File: src/rtl/transmitter_sched_pkg.sv
// Shared state encoding, mode constants and width helper for the transmitter scheduler.
package transmitter_sched_pkg;

  typedef enum logic [1:0] {
    IDLE  = 2'd0,
    START = 2'd1,
    BUSY  = 2'd2,
    DONE  = 2'd3
  } state_t;

  localparam logic MODE_RX = 1'b0;
  localparam logic MODE_TX = 1'b1;

  // Index width for n items, never narrower than one bit.
  function automatic int unsigned idx_w(input int unsigned n);
    return (n > 1) ? $clog2(n) : 1;
  endfunction

endpackage

File: src/rtl/rr_arbiter.sv
// Combinational round-robin pick: first requester at or after rr_ptr_i, wrapping.
module rr_arbiter
  import transmitter_sched_pkg::*;
#(
  parameter int unsigned NUM_REQ = 4,
  parameter int unsigned IDX_W   = idx_w(NUM_REQ)
) (
  input  logic [NUM_REQ-1:0] req_i,
  input  logic [IDX_W-1:0]   rr_ptr_i,
  output logic               any_req_c_o,
  output logic [IDX_W-1:0]   winner_c_o
);

  logic        found;
  int unsigned pos;

  always_comb begin
    found       = 1'b0;
    pos         = 0;
    winner_c_o  = '0;
    any_req_c_o = |req_i;
    for (int unsigned k = 0; k < NUM_REQ; k++) begin
      pos = (32'(rr_ptr_i) + k) % NUM_REQ;
      if (!found && req_i[IDX_W'(pos)]) begin
        found      = 1'b1;
        winner_c_o = IDX_W'(pos);
      end
    end
  end

endmodule

File: src/rtl/transmitter_scheduler.sv
// Shares one Data_Transmitter among NUM_REQ clients: round-robin grant, frame timing,
// receive-data capture and a one-cycle done pulse back to the winner.
module transmitter_scheduler
  import transmitter_sched_pkg::*;
#(
  parameter int unsigned NUM_REQ      = 4,
  parameter int unsigned DATA_W       = 8,
  parameter int unsigned FRAME_CYCLES = 10
) (
  input  logic                      clk,
  input  logic                      rst,
  input  logic [NUM_REQ-1:0]        req,
  input  logic [NUM_REQ-1:0]        req_mode,
  input  logic [NUM_REQ*DATA_W-1:0] req_data,
  output logic [NUM_REQ-1:0]        gnt,
  output logic [NUM_REQ-1:0]        done,
  output logic [DATA_W-1:0]         rdata,
  output logic                      busy,
  output logic                      dt_mode_select,
  output logic                      dt_start,
  output logic [DATA_W-1:0]         dt_parallel_in,
  input  logic [DATA_W-1:0]         dt_parallel_out
);

  localparam int unsigned IDX_W = idx_w(NUM_REQ);
  localparam int unsigned CNT_W = idx_w(FRAME_CYCLES);

  state_t             state_q, state_d;
  logic [IDX_W-1:0]   rr_ptr_q, rr_ptr_d;
  logic [IDX_W-1:0]   idx_q, idx_d;
  logic [CNT_W-1:0]   cnt_q, cnt_d;
  logic               mode_q, mode_d;
  logic [DATA_W-1:0]  data_q, data_d;
  logic [DATA_W-1:0]  rdata_q, rdata_d;
  logic [NUM_REQ-1:0] gnt_q, gnt_d;
  logic [NUM_REQ-1:0] done_q, done_d;
  logic               busy_q, busy_d;
  logic               start_q, start_d;

  logic               any_req;
  logic [IDX_W-1:0]   winner;
  logic               mode_sel;
  logic [DATA_W-1:0]  data_sel;

  rr_arbiter #(
    .NUM_REQ (NUM_REQ),
    .IDX_W   (IDX_W)
  ) u_arb (
    .req_i       (req),
    .rr_ptr_i    (rr_ptr_q),
    .any_req_c_o (any_req),
    .winner_c_o  (winner)
  );

  // Winner's mode and send data, selected for latching in IDLE.
  always_comb begin
    mode_sel = MODE_RX;
    data_sel = '0;
    for (int unsigned i = 0; i < NUM_REQ; i++) begin
      if (winner == IDX_W'(i)) begin
        mode_sel = req_mode[i];
        data_sel = req_data[i*DATA_W +: DATA_W];
      end
    end
  end

  // Next state; outputs are precomputed so they change with the state register.
  always_comb begin
    state_d  = state_q;
    rr_ptr_d = rr_ptr_q;
    idx_d    = idx_q;
    cnt_d    = cnt_q;
    mode_d   = mode_q;
    data_d   = data_q;
    rdata_d  = rdata_q;
    gnt_d    = gnt_q;
    done_d   = '0;
    busy_d   = busy_q;
    start_d  = 1'b0;
    case (state_q)
      IDLE: begin
        if (any_req) begin
          idx_d   = winner;
          mode_d  = mode_sel;
          data_d  = data_sel;
          gnt_d   = NUM_REQ'(1) << winner;
          start_d = 1'b1;
          busy_d  = 1'b1;
          state_d = START;
        end
      end
      START: begin
        cnt_d   = CNT_W'(FRAME_CYCLES - 1);
        state_d = BUSY;
      end
      BUSY: begin
        if (cnt_q == '0) begin
          if (mode_q != MODE_TX) rdata_d = dt_parallel_out;
          done_d  = gnt_q;
          state_d = DONE;
        end else begin
          cnt_d = cnt_q - CNT_W'(1);
        end
      end
      DONE: begin
        rr_ptr_d = (idx_q == IDX_W'(NUM_REQ - 1)) ? '0 : idx_q + IDX_W'(1);
        gnt_d    = '0;
        busy_d   = 1'b0;
        state_d  = IDLE;
      end
      default: state_d = IDLE;
    endcase
  end

  always_ff @(posedge clk) begin
    if (rst) begin
      state_q  <= IDLE;
      rr_ptr_q <= '0;
      idx_q    <= '0;
      cnt_q    <= '0;
      mode_q   <= MODE_RX;
      data_q   <= '0;
      rdata_q  <= '0;
      gnt_q    <= '0;
      done_q   <= '0;
      busy_q   <= 1'b0;
      start_q  <= 1'b0;
    end else begin
      state_q  <= state_d;
      rr_ptr_q <= rr_ptr_d;
      idx_q    <= idx_d;
      cnt_q    <= cnt_d;
      mode_q   <= mode_d;
      data_q   <= data_d;
      rdata_q  <= rdata_d;
      gnt_q    <= gnt_d;
      done_q   <= done_d;
      busy_q   <= busy_d;
      start_q  <= start_d;
    end
  end

  assign gnt            = gnt_q;
  assign done           = done_q;
  assign rdata          = rdata_q;
  assign busy           = busy_q;
  assign dt_start       = start_q;
  assign dt_mode_select = mode_q;
  assign dt_parallel_in = data_q;

endmodule

File: config.mk
export PLATFORM = sky130hd
export DESIGN_NAME = transmitter_scheduler
export DESIGN_NICKNAME = d
export VERILOG_FILES = /design/src/rtl/transmitter_sched_pkg.sv /design/src/rtl/rr_arbiter.sv /design/src/rtl/transmitter_scheduler.sv
export SDC_FILE = /design/constraint.sdc
export NUM_CORES = 1
export LEC_CHECK = 0
export ABC_AREA = 1
export ABC_CLOCK_PERIOD_IN_PS = 4900
export CORE_ASPECT_RATIO = 0.7
export CORE_MARGIN = 4
export CORE_UTILIZATION = 45
export CTS_BUF_LIST = sky130_fd_sc_hd__clkbuf_4
export CTS_CLUSTER_DIAMETER = 200
export DETAILED_ROUTE_END_ITERATION = 10
export PLACE_DENSITY_LB_ADDON = 0.05
export SLEW_MARGIN = 20
export SYNTH_ARGS = -nofsm -noshare
export SYNTH_HDL_FRONTEND = slang
export SYNTH_SLANG_ARGS = --single-unit
File: constraint.sdc
create_clock -name clk -period 4.9 [get_ports clk]
set_clock_uncertainty 0.05 [all_clocks]
set_input_delay 0.49 -clock clk [delete_from_list [all_inputs] [get_ports clk]]
set_output_delay 0.49 -clock clk [all_outputs]
set_load 0.01 [all_outputs]
After elaboration in Yosys (flattened, before gate mapping)
Index checks and enable logic that the tools add are counted.
- bits in registers: 37
- input port bits: 50
- logic and storage cells: 88
- output and inout bits: 27
- eq/ne operators: 10
- shift-type cells: 1
- $add $sub $neg: 5
- bitwise operators: 4
- reductions and logical operators: 19
- $lt $le $gt $ge: 4
- mux-type cells: 34
- operator list (operator ; number):
    $mux W8 ; 4
    $pmux W4 S2 ; 2
    $mux W2 ; 7
    $mux W1 ; 13
    $lt A2 B3 Y1 const B ; 4
    $eq A2 B2 Y1 const B ; 5
    $bmux W1 S2 ; 4
    $mux W4 ; 2
    $pmux W2 S4 ; 1
    $reduce_and A2 Y1 ; 4
    $ne A2 B2 Y1 const B ; 3
    $add A2 B1 Y2 const B ; 2
    $add A2 B2 Y2 const B ; 2
    $eq A2 B1 Y1 const B ; 2
    $logic_not A2 Y1 ; 2
    $logic_not A4 Y1 ; 1
    $not A1 Y1 ; 4
    $reduce_bool A2 Y1 ; 2
    $reduce_or A4 Y1 ; 1
    $shl A1 B2 Y4 const A ; 1
    $sub A4 B1 Y4 const B ; 1
    $logic_and A1 B1 Y1 ; 3
    $logic_not A1 Y1 ; 3
    $reduce_and A3 Y1 ; 1
    3 further kinds ; 3

Longest topological paths before layout
- depth after elaboration: 17
- depth in mapped cells: 17
- depth with buffers taken out: 15

Modules after synthesis
A second synthesis with hierarchy kept.
- cell total of the unflattened synthesis: 301
- area total of the unflattened synthesis: 2001.9 um^2
- modules (own cells, without submodules) (module ; instances ; area each (um^2) ; cells an instance):
    transmitter_scheduler ; 1 ; 1732.9 ; 248
    rr_arbiter ; 1 ; 269.0 ; 53

Worst setup path before layout
No wires, ideal clock.
- path type: input port to flip-flop
- start: in req[3]
- end: reg data_q[6], in the netlist dt_parallel_in[6]
- library setup time: 0.136 ns
- data arrival time: 1.629 ns
- setup slack: 3.085 ns
- cell stages on the path: 11
- required time: 4.714 ns
- cells stage by stage: inv_1 > nand2_1 > nand3_1 > inv_1 > a31oi_2 > nand3_4 > buf_8 > o21ai_0 > nand3_1 > nand2_1 > a21oi_2
- cells in the longest elaborated chain, start to end: 17
- elaborated cells between the ends (all ways): 31
- those cells by class: 3 x eq/ne; 19 x mux; 9 x reduce/logical
- RTL lines (item ; RTL line ; text):
    start, declared ; transmitter_scheduler.sv:12 ; input logic [NUM_REQ-1:0] req,
    $bmux W1 S2 ; rr_arbiter.sv:24 ; if (!found && req_i[IDX_W'(pos)]) begin
    $mux W1 (implied by the code) ; rr_arbiter.sv:24 ;
    $mux W1 ; rr_arbiter.sv:24 ;
    $logic_not A1 Y1 ; rr_arbiter.sv:24 ;
    $logic_and A1 B1 Y1 ; rr_arbiter.sv:24 ;
    $mux W1 ; rr_arbiter.sv:24 ;
    $logic_not A1 Y1 ; rr_arbiter.sv:24 ;
    $logic_and A1 B1 Y1 ; rr_arbiter.sv:24 ;
    $mux W1 ; rr_arbiter.sv:24 ;
    $logic_not A1 Y1 ; rr_arbiter.sv:24 ;
    $logic_and A1 B1 Y1 ; rr_arbiter.sv:24 ;
    $mux W2 ; rr_arbiter.sv:24 ;
    $logic_not A2 Y1 ; transmitter_scheduler.sv:60 ; if (winner == IDX_W'(i)) begin
    $mux W8 (4 in a row) ; transmitter_scheduler.sv:60 ;
    end signal, assigned ; transmitter_scheduler.sv:134 ; data_q <= data_d;
    end, declared ; transmitter_scheduler.sv:33 ; logic [DATA_W-1:0] data_q, data_d;
Parallel ways exist; a longest one is shown, timed or not. The select of a mux whose other input is x is not followed.
A chain may end at the register's enable or synchronous reset.

Final worst setup path
- start: in req[1]
- end: reg gnt_q[3], in the netlist gnt[3]
- cells in the longest elaborated chain, start to end: 15
- elaborated cells between the ends (all ways): 27
- those cells by class: 1 x eq/ne; 1 x shift; 17 x mux; 8 x reduce/logical
- RTL lines (item ; RTL line ; text):
    $bmux W1 S2 ; rr_arbiter.sv:24 ;
    $mux W1 (implied by the code) ; rr_arbiter.sv:24 ;
    $mux W1 ; rr_arbiter.sv:24 ;
    $logic_not A1 Y1 ; rr_arbiter.sv:24 ;
    $logic_and A1 B1 Y1 ; rr_arbiter.sv:24 ;
    $mux W1 ; rr_arbiter.sv:24 ;
    $logic_not A1 Y1 ; rr_arbiter.sv:24 ;
    $logic_and A1 B1 Y1 ; rr_arbiter.sv:24 ;
    $mux W1 ; rr_arbiter.sv:24 ;
    $logic_not A1 Y1 ; rr_arbiter.sv:24 ;
    $logic_and A1 B1 Y1 ; rr_arbiter.sv:24 ;
    $mux W2 ; rr_arbiter.sv:24 ;
    $shl A1 B2 Y4 ; transmitter_scheduler.sv:86 ; gnt_d = NUM_REQ'(1) << winner;
    $mux W4 ; transmitter_scheduler.sv:82 ; if (any_req) begin
    $pmux W4 S2 ; transmitter_scheduler.sv:80 ; case (state_q)
    end signal, assigned ; transmitter_scheduler.sv:136 ; gnt_q <= gnt_d;
    end, declared ; transmitter_scheduler.sv:35 ; logic [NUM_REQ-1:0] gnt_q, gnt_d;
Parallel ways exist; a longest one is shown, timed or not. The select of a mux whose other input is x is not followed.

==> reports/results.txt <==
TritonCTS Sinks = 37
Clock Latency Late Sink = 0.33 ns
cells along the critical path = clkdlybuf4s50_1, nor4_1, nor2_1, inv_1, nor2_1, nand3_1, a21oi_1
Remaining DRCs = 0
syn_area_per_cell = 7.10 µm²
worst-path cell with the longest stage delay = nor2_1
worst-margin pin slew = 0.974 ns
num ports = 77
Max-cap violations = 0
die area = 6140 µm²
sequential cell area = 741 µm²
PD cells = 541 nW/µm²
antenna-violating nets left = 0
# diodes = 0
reg-to-reg startpoint = state_q[0]
first-pass GRT wire length = 9510 µm
clock tree buffer depth = 2
Synth cell types = 34
crit-path leading delay family = simple AND/OR/NAND/NOR gates
Hold Vio Cnt, Final = 0
Syn Nets = 370
unrepaired setup endpoints after global routing = false
Yosys reg bits = 37
most numerous cell on the critical path = nor2_1
Syn. warnings = 0
Final nets = 444
clock-pin slew on the worst setup and hold paths = 0.11 ns
# setup viols final = 0
Worst Path Required = 5.10 ns
R2R Setup Slk = 2.24 ns
multi-input logic area = 1250 µm²
critical path peak fanout = 14
RR Endpoint = gnt[3]
I/O Buffers = 76
Initial Util = 46.5%
Final Cycle Share = 55.6%
P&R area growth vs syn = 39.3%
max frequency = 367 MHz
CP arrival = 2.92 ns
number of global-route vias before repair = 2009
TritonCTS clock tree = done
crit-path max cell delay = 0.75 ns
headroom to the max-slew limit = 34.8%
gpl congestion = 0.836
core footprint = 4780 µm²
Reg2Reg Depth = 8
die height = 66.8 µm
hold path start = gnt[3]
Lkg Pwr = 1.39 nW
Seq/Total Area, Yosys = 33.3%
Period minus WS final = 2.72 ns
initial antenna violation count = 0
post-synthesis instance total = 313
first-pass detailed-route iteration total = 4
Via density = 4.85
Buf/Inv on CP = 2
setup_tns = 0 ns
CTS H-tree lvls = 2
Post-Route Utilization = 64.7%
largest net degree at the start of global routing = 21
global route overflow = 0
via count = 2216
Worst setup EP type = flop
hold-fix buffers at CTS = 0
Critical Path Start Type = input port
Peak VDD IR = 245 µV
ratio of cells with drive above 1 in the final layout = 14.2%
Fill cells = 439
Setup Buffers After CTS = 0
root buffer cell = clkbuf_4
row count = 21
final WL = 5620 µm
Mapped Area = 2220 µm²
hold depth = 2
Chip Width = 92.0 µm
initial DRC count = 105
class of the worst hold path = flop to flop
HPWL Detailed = 4340 µm
CTS resizes = 0
Total GRT Usage = 19.1%
Num CTS Buffers = 5
wire per inst = 12.3 µm
final slew viol count = 0
Hold Crit Endpoint = done[3]
status = completed
Worst Path Class, Setup = input port to flop
## synth_stat cells
| cell type | n | area, µm² |
|---|---|---|
| ha_1 | 7 | 87.6 |
| nor4_1 | 1 | 6.26 |
| a31oi_1 | 1 | 6.26 |
| o211a_1 | 1 | 10.0 |
| nand3_1 | 18 | 90.1 |
| nor2_1 | 32 | 120 |
| o22ai_1 | 1 | 6.26 |
| buf_4 | 2 | 15.0 |
| or3_1 | 1 | 6.26 |
| inv_1 | 39 | 146 |
| inv_2 | 3 | 11.3 |
| nand2_4 | 5 | 56.3 |
| a21oi_1 | 11 | 55.1 |
| o21ai_2 | 7 | 61.3 |
| a21oi_2 | 9 | 78.8 |
| nor3_1 | 1 | 5.00 |
| nand4_1 | 4 | 25.0 |
| clkbuf_1 | 4 | 15.0 |
| dfxtp_1 | 37 | 741 |
| nor2_8 | 1 | 20.0 |
| nand3_4 | 1 | 17.5 |
| a31oi_2 | 1 | 12.5 |
| o21ai_0 | 20 | 100 |
| nor2_4 | 2 | 22.5 |
| nand2_1 | 79 | 297 |
| nand3_2 | 4 | 40.0 |
| nand4_2 | 1 | 12.5 |
| nor2_2 | 1 | 6.26 |
| o31ai_1 | 1 | 7.51 |
| o211ai_1 | 3 | 22.5 |
| buf_6 | 1 | 11.3 |
| nand2_2 | 12 | 75.1 |
| buf_8 | 1 | 15.0 |
| buf_12 | 1 | 20.0 |
## stage by stage
stage	hold WS, ns	total power, mW	setup slack, ns	cells	instance area [µm²]
finish	0.409	1.67	2.18	457	3100
floorplan	0.394	1.13	3.09	313	2220
CTS	0.408	1.69	2.17	457	3100
global placement	0.387	1.41	1.95	449	2990
global route	0.445	1.83	1.89	457	3100
detailed placement	0.391	1.43	1.84	449	2990
## where the power goes
part / leakage, nW / total [mW] / switching (mW) / internal [mW]
clock network: 0.0552 / 0.257 / 0.0994 / 0.158
logic: 1.03 / 0.940 / 0.548 / 0.392
registers: 0.303 / 0.478 / 0.0722 / 0.406
total: 1.39 / 1.67 / 0.719 / 0.955
## registers in the layout, indices dropped and copies added, names as in the netlist
| name | cells |
|---|---|
| busy | 1 |
| cnt_q | 4 |
| done | 4 |
| dt_mode_select | 1 |
| dt_parallel_in | 8 |
| dt_start | 1 |
| gnt | 4 |
| idx_q | 2 |
| rdata | 8 |
| rr_ptr_q | 2 |
| state_q | 2 |
## cell type report
cell class | instances | area share (%)
multi-input cells | 225 | 40.3
repair buffers | 76 | 24.6
flip-flops and latches | 37 | 23.9
inverters | 42 | 5.09
well taps | 69 | 2.79
clock inverters | 3 | 2.10
clock buffers | 5 | 1.21
## worst max-delay path by stage
stage,from,end,cells past startpoint
detailed placement,req[1],gnt[3],7
global placement,req[1],gnt[3],7
global route,state_q[0],gnt[3],8
CTS,req[1],gnt[3],7
floorplan,req[3],dt_parallel_in[6],11
finish,req[1],gnt[3],7
## placed cells by master, fill, tap and decap left out, types with 2 or more instances in the layout
cell type and count:
nand2_1 79, clkdlybuf4s50_1 76, inv_1 39, dfxtp_1 37, nor2_1 32, o21ai_0 20
nand3_1 18, nand2_2 12, a21oi_1 11, a21oi_2 9, o21ai_2 7, ha_1 7
nand2_4 5, clkbuf_4 5, nand3_2 4, nand4_1 4, inv_2 3, o211ai_1 3
nor2_4 2, bufinv_16 2
## worst reg2reg max path, stage by stage, from the launching register on
cell     delay [ns]
dfxtp_1        0.34
inv_1          0.13
ha_1           0.21
inv_1          0.05
nor2_1         0.75
inv_1          0.42
nor2_1         0.39
nand3_1        0.12
a21oi_1        0.13
## cells by family after synthesis
logic type | after synthesis | synth area share (%)
AND/OR/NAND/NOR | 163 | 36.0
AO/OA/AOI/OAI | 55 | 16.2
buffers and inverters | 51 | 10.5
flip-flops | 37 | 33.3
adder cells (fa/ha/maj) | 7 | 3.94
## routing by layer
metal / vias up / wire length, µm / global-route usage (%)
li1: 1149 / - / -
met1: 1001 / 2730 / 27.2
met2: 64 / 2350 / 28.8
met3: 2 / 517 / 5.76
met4: 0 / 19 / 3.33
met5: - / 0 / 0
Note: power is estimated with default switching activity, not from simulation.
